[config.mk]
export PLATFORM = sky130hd
export DESIGN_NAME = fa_8_bit
export DESIGN_NICKNAME = d
export VERILOG_FILES = /design/src/rtl/adder_pkg.sv /design/src/rtl/fa_8_bit_full_adder_1b.sv /design/src/rtl/fa_8_bit.sv
export SDC_FILE = /design/constraint.sdc
export NUM_CORES = 1
export LEC_CHECK = 0
export BUFFER_PORTS_ARGS = -buffer_cell sky130_fd_sc_hd__buf_2
export CORE_AREA = 2 2 39 41
export CTS_CLUSTER_SIZE = 30
export DETAILED_ROUTE_END_ITERATION = 7
export DIE_AREA = 0 0 41 43
export MAX_ROUTING_LAYER = met4
export PLACE_DENSITY = 0.77
export SYNTH_ARGS = -nofsm -noshare
export SYNTH_HDL_FRONTEND = slang
export SYNTH_SLANG_ARGS = --single-unit
[constraint.sdc]
create_clock -name clk -period 1.15 [get_ports clk]
set_input_delay 0.23 -clock clk [delete_from_list [all_inputs] [get_ports clk]]
set_output_delay 0.23 -clock clk [all_outputs]
set_load 0.05 [all_outputs]
[src/rtl/adder_pkg.sv]
// adder_pkg: shared constants and types for the fa_8_bit ripple-carry adder.
//   ADDER_WIDTH    : default operand/sum width.
//   adder_result_t : {co, sum}, the full (ADDER_WIDTH+1)-bit result of a + b + cin.
package adder_pkg;

  localparam int ADDER_WIDTH = 8;

  typedef struct packed {
    logic                   co;
    logic [ADDER_WIDTH-1:0] sum;
  } adder_result_t;

endpackage : adder_pkg

[src/rtl/fa_8_bit_full_adder_1b.sv]
// full_adder_1b: single-bit combinational full adder cell.
//   a, b : operand bits
//   cin  : carry in
//   s    : sum bit  = a ^ b ^ cin
//   cout : carry out = generate | (propagate & cin)
module full_adder_1b (
  input  logic a,
  input  logic b,
  input  logic cin,
  output logic s,
  output logic cout
);

  logic p;

  assign p    = a ^ b;
  assign s    = p ^ cin;
  assign cout = (a & b) | (cin & p);

endmodule : full_adder_1b

[src/rtl/fa_8_bit.sv]
// fa_8_bit: registered WIDTH-bit ripple-carry adder with carry-in.
//   clk       : rising-edge clock
//   rst       : asynchronous, active-high reset (clears all outputs)
//   in_valid  : a/b/cin are valid; result is captured on the next rising edge
//   a, b      : unsigned operands
//   cin       : carry into bit 0
//   sum       : registered low WIDTH bits of a + b + cin
//   co_bit_8  : registered carry out of bit WIDTH-1
//   out_valid : sum/co_bit_8 hold a result captured from an in_valid cycle
//
// Handshake: valid-only, no backpressure. Each in_valid cycle yields exactly
// one result one cycle later with out_valid=1; cycles without in_valid leave
// sum/co_bit_8 unchanged and drop out_valid.
module fa_8_bit
  import adder_pkg::*;
#(
  parameter int WIDTH = ADDER_WIDTH
) (
  input  logic             clk,
  input  logic             rst,
  input  logic             in_valid,
  input  logic [WIDTH-1:0] a,
  input  logic [WIDTH-1:0] b,
  input  logic             cin,
  output logic [WIDTH-1:0] sum,
  output logic             co_bit_8,
  output logic             out_valid
);

  logic [WIDTH-1:0] core_sum;
  logic             core_co;

  // Each cell keeps its carry in its own generate scope so the chain is a
  // set of distinct nets rather than one vector feeding back into itself.
  for (genvar i = 0; i < WIDTH; i++) begin : gen_bit
    logic carry_in;
    logic carry_out;

    if (i == 0) begin : gen_first
      assign carry_in = cin;
    end else begin : gen_rest
      assign carry_in = gen_bit[i-1].carry_out;
    end

    full_adder_1b u_fa (
      .a    (a[i]),
      .b    (b[i]),
      .cin  (carry_in),
      .s    (core_sum[i]),
      .cout (carry_out)
    );
  end

  assign core_co = gen_bit[WIDTH-1].carry_out;

  // Output register
  logic [WIDTH-1:0] sum_d,       sum_q;
  logic             co_d,        co_q;
  logic             out_valid_d, out_valid_q;

  always_comb begin
    sum_d       = sum_q;
    co_d        = co_q;
    out_valid_d = in_valid;
    if (in_valid) begin
      sum_d = core_sum;
      co_d  = core_co;
    end
  end

  always_ff @(posedge clk or posedge rst) begin
    if (rst) begin
      sum_q       <= '0;
      co_q        <= 1'b0;
      out_valid_q <= 1'b0;
    end else begin
      sum_q       <= sum_d;
      co_q        <= co_d;
      out_valid_q <= out_valid_d;
    end
  end

  assign sum       = sum_q;
  assign co_bit_8  = co_q;
  assign out_valid = out_valid_q;

endmodule : fa_8_bit

# Word level (Yosys, flattened, before mapping)
# Cells that the tools add are included.
op_classes:
  bitwise: 40
op_table:
  columns: ["op", "n"]
  rows:
  - ["1-bit AND", 16]
  - ["1-bit XOR", 16]
  - ["1-bit bitwise OR", 8]
totals:
  register_bits: 10
  inputBits: 20
  output_inout_bits: 10
  word_cells: 43

# Logic depth before layout (Yosys ltp)
# Gate-level depths: netlist of run 1.
logic_depth:
  word_depth: 17
  ltp_mapped: 12

# Modules after synthesis
# A second synthesis of run 1 with hierarchy kept.
unflattened:
  hier_cells: 29
  hier_area_um2: 560.5
modules_own_cells:
  columns: ["mod", "n_inst", "cells_per_inst", "area_each_um2", "seq_area_each_um2"]
  rows:
  - ["fa_8_bit", 1, 21, 400.4, 250.2]
  - ["full_adder_1b", 8, 1, 20.0, 0.0]

# Worst setup path after synthesis of run 1
# OpenSTA, ideal clock, no wires.
synth_path:
  kind: "input to register"
  start: "input port a[0]"
  end: "register sum_q[7], in the netlist sum[7]"
  arrival_time_ns: 3.310
  setup_slack_ns: -2.239
  cell_stages: 12
  cell_sequence: "inv_1 > fa_1 > inv_1 > fa_1 > fa_1 > fa_1 > fa_1 > fa_1 > fa_1 > inv_1 > fa_1 > mux2i_1"
synth_between:
  elab_chain_len: 16
synth_lines:
  columns: ["item", "line_no", "rtl"]
  rows:
  - ["start: declaration", "fa_8_bit.sv:22", "input logic [WIDTH-1:0] a,"]
  - ["1-bit XOR", "fa_8_bit_full_adder_1b.sv:16", "assign p = a ^ b;"]
  - ["1-bit AND", "fa_8_bit_full_adder_1b.sv:18", "assign cout = (a & b) | (cin & p);"]
  - ["1-bit bitwise OR (*)", "fa_8_bit_full_adder_1b.sv:18", null]
  - ["1-bit AND (*)", "fa_8_bit_full_adder_1b.sv:18", null]
  - ["1-bit bitwise OR (*)", "fa_8_bit_full_adder_1b.sv:18", null]
  - ["1-bit AND (*)", "fa_8_bit_full_adder_1b.sv:18", null]
  - ["1-bit bitwise OR (*)", "fa_8_bit_full_adder_1b.sv:18", null]
  - ["1-bit AND (*)", "fa_8_bit_full_adder_1b.sv:18", null]
  - ["1-bit bitwise OR (*)", "fa_8_bit_full_adder_1b.sv:18", null]
  - ["1-bit AND (*)", "fa_8_bit_full_adder_1b.sv:18", null]
  - ["1-bit bitwise OR (*)", "fa_8_bit_full_adder_1b.sv:18", null]
  - ["1-bit AND (*)", "fa_8_bit_full_adder_1b.sv:18", null]
  - ["1-bit bitwise OR (*)", "fa_8_bit_full_adder_1b.sv:18", null]
  - ["1-bit AND (*)", "fa_8_bit_full_adder_1b.sv:18", null]
  - ["1-bit bitwise OR (*)", "fa_8_bit_full_adder_1b.sv:18", null]
  - ["1-bit XOR (*)", "fa_8_bit_full_adder_1b.sv:17", "assign s = p ^ cin;"]
  - ["end signal: assignment", "fa_8_bit.sv:77", "sum_q <= sum_d;"]
  - ["end: declaration", "fa_8_bit.sv:57", "logic [WIDTH-1:0] sum_d, sum_q;"]
# Mark *: on every way between the ends. The rest lies on a longest branch, timed or not.
# A chain may end at the register's enable or synchronous reset.

# Worst setup path after layout of run 1
# Same ends and word-level chain as after synthesis.

==> flow_summary.ini, run 1 <==
[clock_tree]
numCtsBuffers = 3
clk_pin_slew_ps = 60
ctsRootBufferMaster = clkbuf_4
clock_sinks = 10
insertion_delay_ps = 260
htreeDepth = 1
clock_path_buffers = 2
tritoncts = built

[setup_path]
rrSetupSlack_ps = 380
crit_arrival_ps = 3280
worstReg2RegStart = sum[2]$_DFFE_PP0P_
reg2reg_to = sum[2]$_DFFE_PP0P_
crit_chain = buf_8 -> inv_12 -> fa_2 -> inv_2 -> fa_2 -> fa_2 -> fa_2 -> fa_2 -> fa_2 -> fa_2 -> inv_2 -> fa_1 -> mux2i_1
path_class = in2reg
cpMaxStageDelayCell = fa_1
crit_path_start_kind = input port
required_ps = 1340
r2r_cells = 1
end_kind = register
max_stage_delay_ps = 400
critPathMaxFanout = 1
cpMostUsedCell = fa_2

[synthesis]
synth_edf_count = 0
yosys_warnings = 0
synth_area_leaders = dfrtp_1 (43%), fa_1 (28%), mux2_4 (16%)
yosysTopAreaCell = dfrtp_1
async_reset_ff_frac = 1.00
synth_common_cells = dfrtp_1 (10), inv_1 (10), fa_1 (8), mux2_4 (6), mux2i_1 (2)
syn_nets = 67
ys_ff_latch = 10
ys.flop_type = dfrtp_1
syn-instance-count = 39
synth_area_sq_um = 578
postSynthAreaPerCell_sq_um = 14.8
synth_cell_types = 8
netlist.area_leader.share = 0.433
yosysSeqAreaShare = 0.433

[routing]
initialDrtViolationCount = 4
first_pass_iters = 3
routedWlPerCell_microns = 12.2
antenna_left = 0
wl_mm = 1.07
drcViolationCount = 0
vias = 384
routed_via_density = 4.36

[grt]
grt_pass1_vias = 411
overflow = 0
antenna_found_initial = 0
grt_pass1_wl_mm = 1.78
grtUsageTotal = 0.164
grt_max_degree = 12

[pwr]
power.leakage_nw = 0.432
finalPower_mw = 1.36
pwr_density_cell_nw_per_um2 = 1630
ir_drop_mv = 0.903

[place]
io_buffers = 29
placedCellCount = 83
preCtsSetupSlack_ps = -2300
gp_congestion = 0.544

[floorplanning]
chipWidth_microns = 41
core_sq_um = 1380
ios = 30
die_area_sq_um = 1760
start_util = 0.418
std_cell_rows = 14
die_height_microns = 43

[sta]
max-slew-margin-rel = 0.747
clock_skew_ps = 0
worstMarginPinSlew_ps = 379
finalSetupViolations = 8
drv_slew = 0
hold_violations = 0
fin_crit_sh = 2.69
period_needed_ps = 3100
setup_tns_ps = -8980
max_freq_mhz = 323
grt_setup_unrepaired = true
setup_ws_ps = -1950

[status]
violations = negative setup slack
status = complete, but fails checks

[cells_and_area]
instances_no_fill = 88
diodes = 0
fin_util = 0.606
fillers = 114
finalNetCount = 101
layout-drive-gt1-share = 0.708
synthToLayoutAreaGrowth_pct = 45.0

[worst_hold_path]
hold_path_class = in2reg
hold_path_end = out_valid$_DFF_PP0_
hp-start = in_valid
hold-path-cell-count = 1

[job]
maxCapViolations = 0
==> where the power goes <==
| part | switching [mW] | total, mW | internal [mW] |
|---|---|---|---|
| sequential | 0.0340 | 0.458 | 0.424 |
| clock | 0.116 | 0.308 | 0.192 |
| combinational | 0.389 | 0.597 | 0.208 |
| total | 0.539 | 1.36 | 0.824 |
==> how the worst max path moves through the flow <==
stage	from	end
after detailed placement	a[0]	sum[7]$_DFFE_PP0P_
after global routing	a[0]	sum[7]$_DFFE_PP0P_
after floorplan	a[0]	sum[7]$_DFFE_PP0P_
after CTS	a[0]	sum[7]$_DFFE_PP0P_
after global placement	a[0]	sum[7]$_DFFE_PP0P_
final	a[0]	sum[7]$_DFFE_PP0P_
==> critical path: cells and delay by family <==
kind	cells	cell delay [ps]
buffers and inverters	4	250
adder cells (fa/ha/maj)	8	2670
multiplexers	1	130
==> through the flow <==
stage | instance area, sq um | hold WS, ps
2_1_floorplan | 613 | 70.2
3_3_place_gp | 767 | 220
3_5_place_dp | 767 | 227
4_1_cts | 830 | 245
5_1_grt | 838 | 255
6_report | 838 | 258
==> registers in the layout, indices dropped and copies added (netlist names) <==
signal	count
co_bit_8	1
out_valid	1
sum	8
==> cells in the final DEF (no fill, tap or decap) <==
cell type	n
mux2i_1	2
clkbuf_4	4
inv_2	3
dlygate4sd3_1	1
dfrtp_1	10
buf_6	2
inv_1	5
nor2_1	1
inv_12	1
inv_6	1
mux2_4	6
fa_1	1
fa_2	7
a21oi_1	1
buf_2	25
buf_8	1
clkbuf_8	1
==> logic make-up after synthesis <==
kind of cell	Yosys count	share of synthesized area
adders and majority gates	8	0.277
DFF	10	0.433
buffers and inverters	11	0.0844
AOI/OAI and AO/OA	1	0.00865
muxes	8	0.190
and+or+nand+nor	1	0.00649
==> layer usage <==
layer,routed length [microns],global-route usage,up-vias
met5,0,-,-
met3,82,0.0314,2
met1,370,0.194,183
met2,611,0.247,18
li1,-,-,181
met4,9,0.100,0
==> what timing repair did <==
item                                    4_1_cts  5_1_grt
hold buffers                                  1        0
endpoints found under the setup margin        8        9
resized for setup                             5        2
hold endpoints to repair                     10        0
setup buffers                                 0        0
==> cell type report <==
class	count	area, sq um	share of cell area
Inverter	10	55.1	0.0657
Tap cell	16	20.0	0.0239
Multi-Input combinational cell	18	297	0.354
Timing Repair Buffer	30	180	0.215
Clock buffer	4	36.3	0.0433
Sequential cell	10	250	0.299
Note: power is estimated with default switching activity, not from simulation.
==> run 2, diff against run 1 <==
==> constraint.sdc (replaced) <==
create_clock -name clk -period 1.15 [get_ports clk]
set_input_delay 0.23 -clock clk [delete_from_list [all_inputs] [get_ports clk]]
set_output_delay 0.23 -clock clk [all_outputs]
set_load 0.005 [all_outputs]
==> run 2 against run 1 <==
Design area shrank 0.30%. The run still ends with negative setup slack left. Die area unchanged. Register-to-register slack hardly changed. Clock skew unchanged. Combinational power shrank 44%. Maximum frequency stayed put. Critical path type unchanged.
==> flow_summary.ini, run 2 (synthesis results as in run 1) <==
[status]
status = complete, but fails checks
violations = negative setup slack

[pwr]
combPwrFrac = 0.303
internal_power_mw = 0.817
clkPwrFrac = 0.280
p_switching_mw = 0.283
ir_drop_mv = 0.748
switching_share = 0.257
pwr_density_cell_nw_per_um2 = 1320
pwr-share-seq = 0.416
power.leakage_nw = 0.431

[clock_tree]
clk_pin_slew_ps = 60
ctsRootBufferMaster = clkbuf_4
clock_sinks = 10
clock_path_buffers = 2
cts_setup_buffers = 0
htreeDepth = 1
tritoncts = built
numCtsBuffers = 3
insertion_delay_ps = 260

[setup_path]
critPathBufInv = 4
required_ps = 1340
crit_arrival_ps = 3280
critical-path-top-delay-family = adder cells
max_stage_delay_ps = 400
end_kind = register
crit_chain = buf_8 -> inv_12 -> fa_2 -> inv_2 -> fa_2 -> fa_2 -> fa_2 -> fa_2 -> fa_2 -> fa_2 -> inv_2 -> fa_1 -> mux2i_1
crit_path_start_kind = input port
cpMostUsedCell = fa_2
path_class = in2reg
critPathMaxFanout = 1
cpMaxStageDelayCell = fa_1

[cells_and_area]
layout-drive-gt1-share = 0.708
final_common_cell = buf_2
finalNetCount = 101
synthToLayoutAreaGrowth_pct = 44.6
largest_register_ffs = 8
layout_common_cells = buf_2 (26), dfrtp_1 (10), fa_2 (7), mux2_4 (6), inv_1 (5)
diodes = 0

[grt]
antenna_found_initial = 0
grt_pass1_vias = 411
grt_max_degree = 12
overflow = 0
grt_pass1_wl_mm = 1.78
grtUsageTotal = 0.164

[floorplanning]
chipWidth_microns = 41
ios = 30
start_util = 0.418
die_height_microns = 43
die_area_sq_um = 1760
core_sq_um = 1380
std_cell_rows = 14

[sta]
max_freq_mhz = 323
max-slew-margin-rel = 0.747
fin_crit_sh = 2.69
hold_violations = 0
period_needed_ps = 3100
finalSetupViolations = 8
fin_hold_ws_ps = 258
clock_skew_ps = 0
grt_setup_unrepaired = true
setup_ws_ps = -1950
drv_slew = 0
worstMarginPinSlew_ps = 379
setup_tns_ps = -8980

[routing]
initialDrtViolationCount = 4
drcViolationCount = 0
vias = 384
first_pass_iters = 3
antenna_left = 0
routed_via_density = 4.36
routedWlPerCell_microns = 12.2
wl_mm = 1.07

[job]
maxCapViolations = 0

[place]
preCtsSetupSlack_ps = -2300
io_buffers = 29
gp_congestion = 0.544

[worst_hold_path]
hold_path_class = in2reg
[run 2: cell type report]
class / count / area [sq um]
tap: 16 / 20.0
timing repair buffer: 30 / 178
inverter: 10 / 55.1
sequential: 10 / 250
clock buffer: 4 / 36.3
fill: 115 / 548
multi-input combinational: 18 / 297
[run 2: worst paths after layout]
| kind | start | depth (start not counted) | slack [ps] | endpoint |
|---|---|---|---|---|
| worst max register to register | sum[2]$_DFFE_PP0P_ | 1 | 380 | sum[2]$_DFFE_PP0P_ |
| worst min-delay path | in_valid | 1 | 260 | out_valid$_DFF_PP0_ |
| min in group asynchronous | rst | 3 | 480 | sum[2]$_DFFE_PP0P_ |
| worst min register to register | sum[5]$_DFFE_PP0P_ | 1 | 510 | sum[5]$_DFFE_PP0P_ |
| max in group asynchronous | rst | 3 | 400 | co_bit_8$_DFFE_PP0P_ |
| worst max-delay path | a[0] | 13 | -1950 | sum[7]$_DFFE_PP0P_ |
[run 2: stage by stage]
step | cells | cell area [sq um] | util | total power [mW]
finish | 88 | 836 | 0.604 | 1.10
global route | 88 | 836 | 0.604 | 1.19
CTS | 88 | 830 | 0.599 | 1.13
detailed placement | 83 | 767 | 0.554 | 0.797
global placement | 83 | 767 | 0.554 | 0.776
floorplan | 39 | 613 | - | 0.645
[run 2: power by group through the flow]
stage	registers, mW	logic, mW	clock network [mW]
global placement	0.463	0.313	0
finish	0.458	0.333	0.308
detailed placement	0.464	0.332	0
CTS	0.459	0.343	0.328
global route	0.468	0.383	0.339
floorplan	0.473	0.172	0
[run 2: timing repair]
item / in CTS / in global routing
hold buffers: 1 / 0
endpoints found under the hold margin: 10 / 0
gates resized for setup: 5 / 1
gates cloned: 0 / 0
endpoints found under the setup margin: 8 / 8
[run 2: routing by layer]
layer	GRT usage	routed length, microns
met1	0.194	370
met2	0.247	611
met3	0.0314	82
met4	0.100	9
met5	-	0
==> run 3, diff against run 2 <==
Settings changed: ABC_AREA from default to 1, PLACE_DENSITY 0.77 to 0.76.
==> run 3 against run 2 <==
The run still ends with negative setup slack left. Synthesized cell count up 49%. First-iteration DRC count fell by 25%. Maximum frequency shrank 0.28%. Critical path depth rose by 2. Worst setup slack got worse by 8.6 ps. Core utilization down 1.4 points. Count of clock-buffer cells in the layout shrank 1. Routed wire length decreased by 3.1%. Clock power shrank 28%. Area after synthesis down 1.7%. Cell count rose by 20%. Highest routed layer unchanged.
==> flow_summary.ini, run 3 <==
[status]
status = complete, but fails checks
violations = negative setup slack

[synthesis]
async_reset_ff_frac = 1.00
syn-instance-count = 58
yosysTopAreaCell = dfrtp_1
postSynthAreaPerCell_sq_um = 9.79
synth_common_cells = nand2_1 (27), inv_1 (11), dfrtp_1 (10), fa_1 (8)
yosysMostFrequentCell = nand2_1
synth_area_leaders = dfrtp_1 (44%), fa_1 (28%), nand2_1 (18%)
synth_area_sq_um = 568
ys.flop_type = dfrtp_1
synth_cell_types = 6
yosysSeqAreaShare = 0.441
syn_nets = 86
ys_ff_latch = 10
netlist.area_leader.share = 0.441
yosys_warnings = 0
synth_edf_count = 0

[grt]
antenna_found_initial = 0
grt_pass1_vias = 395
top_usage_layer = met2
grt_max_degree = 12
grt_use_met3 = 0.0157
met2_usage = 0.197
met1_usage = 0.183
overflow = 0
grtUsageTotal = 0.141
grt_pass1_wl_mm = 1.61

[routing]
routed_via_density = 4.35
wl_mm = 1.04
vias = 461
routedWlPerCell_microns = 9.81
drcViolationCount = 0
first_pass_iters = 4
initialDrtViolationCount = 3
antenna_left = 0

[setup_path]
r2r_cells = 2
reg2reg_to = sum[2]$_DFFE_PP0P_
end_kind = register
crit_path_start_kind = input port
worstReg2RegStart = sum[2]$_DFFE_PP0P_
crit_arrival_ps = 3300
path_class = in2reg
required_ps = 1340
critPathMaxFanout = 1
rrSetupSlack_ps = 530

[floorplanning]
ios = 30
die_area_sq_um = 1760
chipWidth_microns = 41
std_cell_rows = 14
core_sq_um = 1380
die_height_microns = 43
start_util = 0.410

[cells_and_area]
layout_common_cells = nand2_1 (26), buf_2 (26), dfrtp_1 (10), fa_2 (8), inv_2 (6)
instances_no_fill = 106
diodes = 0
finalNetCount = 120
fin_util = 0.590
synthToLayoutAreaGrowth_pct = 43.8
final_cell_area_sq_um = 817
largest_register_ffs = 8
layout-drive-gt1-share = 0.544

[worst_hold_path]
hp-start = in_valid
hold-path-cell-count = 1
hold_path_end = out_valid$_DFF_PP0_
hold_path_class = in2reg

[sta]
setup_tns_ps = -8220
finalSetupViolations = 8
fin_crit_sh = 2.70
period_needed_ps = 3100
drv_slew = 0
worstMarginPinSlew_ps = 372
fin_hold_ws_ps = 218
setup_ws_ps = -1950
max-slew-margin-rel = 0.752
hold_violations = 0
clock_skew_ps = 0
grt_setup_unrepaired = true
max_freq_mhz = 322

[clock_tree]
clock_path_buffers = 2
clk_pin_slew_ps = 60
numCtsBuffers = 3
htreeDepth = 1
ctsRootBufferMaster = clkbuf_4
cts_setup_buffers = 0
insertion_delay_ps = 250
clock_sinks = 10
tritoncts = built

[pwr]
power.leakage_nw = 0.453
pwr_density_cell_nw_per_um2 = 1140
finalPower_mw = 0.934
ir_drop_mv = 0.410

[job]
maxCapViolations = 0

[place]
preCtsSetupSlack_ps = -2300
gp_congestion = 0.557
post_dp_cell_area_sq_um = 757
io_buffers = 29
hpwl_microns = 846
placedCellCount = 102
run 3: cell count changes after synthesis:
cell	previous run	this run
inv_1	10	11
inv_2	0	1
mux2i_1	2	0
mux2_4	6	0
nor2_1	1	0
a21oi_1	1	0
nand2_1	0	27
run 3: critical path: stages:
cell and delay, ps:
buf_8 110, inv_12 40, fa_2 190, inv_2 40
fa_2 320, fa_2 340, fa_2 340, fa_2 350
fa_2 350, fa_2 340, inv_2 60, fa_2 420
inv_2 60, nand2_2 40, nand2_1 60
run 3: what timing repair did:
item,4_1_cts,5_1_grt
pin swaps,5,2
hold buffers,1,0
endpoints found under the setup margin,8,8
gates resized for setup,6,4
hold endpoints to repair,10,0
run 3: cells by family after synthesis:
kind of cell,share of synthesized area
buffers and inverters,0.0991
DFF,0.441
adders and majority gates,0.282
and+or+nand+nor,0.178
run 3: cell type report:
type	instances	area (sq um)
clock buffer	3	22.5
multi-input combinational	35	284
tap	16	20.0
timing repair buffer	30	178
inverter	12	62.6
fill	128	567
sequential	10	250
run 3: report_power, final:
part | switching, mW | leakage (nW) | internal (mW) | total (mW)
clock network | 0.101 | 0.0138 | 0.120 | 0.221
logic | 0.137 | 0.318 | 0.140 | 0.277
registers | 0.0286 | 0.121 | 0.409 | 0.437
total | 0.266 | 0.453 | 0.668 | 0.934
run 3: worst max-delay path by stage:
| stage | start | to | slack, ps | depth (start not counted) |
|---|---|---|---|---|
| 2_1_floorplan | a[0] | sum[7]$_DFFE_PP0P_ | -2020 | 14 |
| 3_3_place_gp | a[0] | sum[7]$_DFFE_PP0P_ | -2270 | 15 |
| 3_5_place_dp | a[0] | sum[7]$_DFFE_PP0P_ | -2300 | 15 |
| 4_1_cts | a[0] | sum[7]$_DFFE_PP0P_ | -1990 | 15 |
| 5_1_grt | a[0] | sum[7]$_DFFE_PP0P_ | -2040 | 15 |
| 6_report | a[0] | sum[7]$_DFFE_PP0P_ | -1950 | 15 |
run 3: routing by layer:
| metal | vias to the layer above | share of wire |
|---|---|---|
| met5 | - | 0 |
| met3 | 2 | 0.061 |
| met2 | 17 | 0.53 |
| met1 | 214 | 0.39 |
| met4 | 0 | 0.013 |
| li1 | 228 | - |
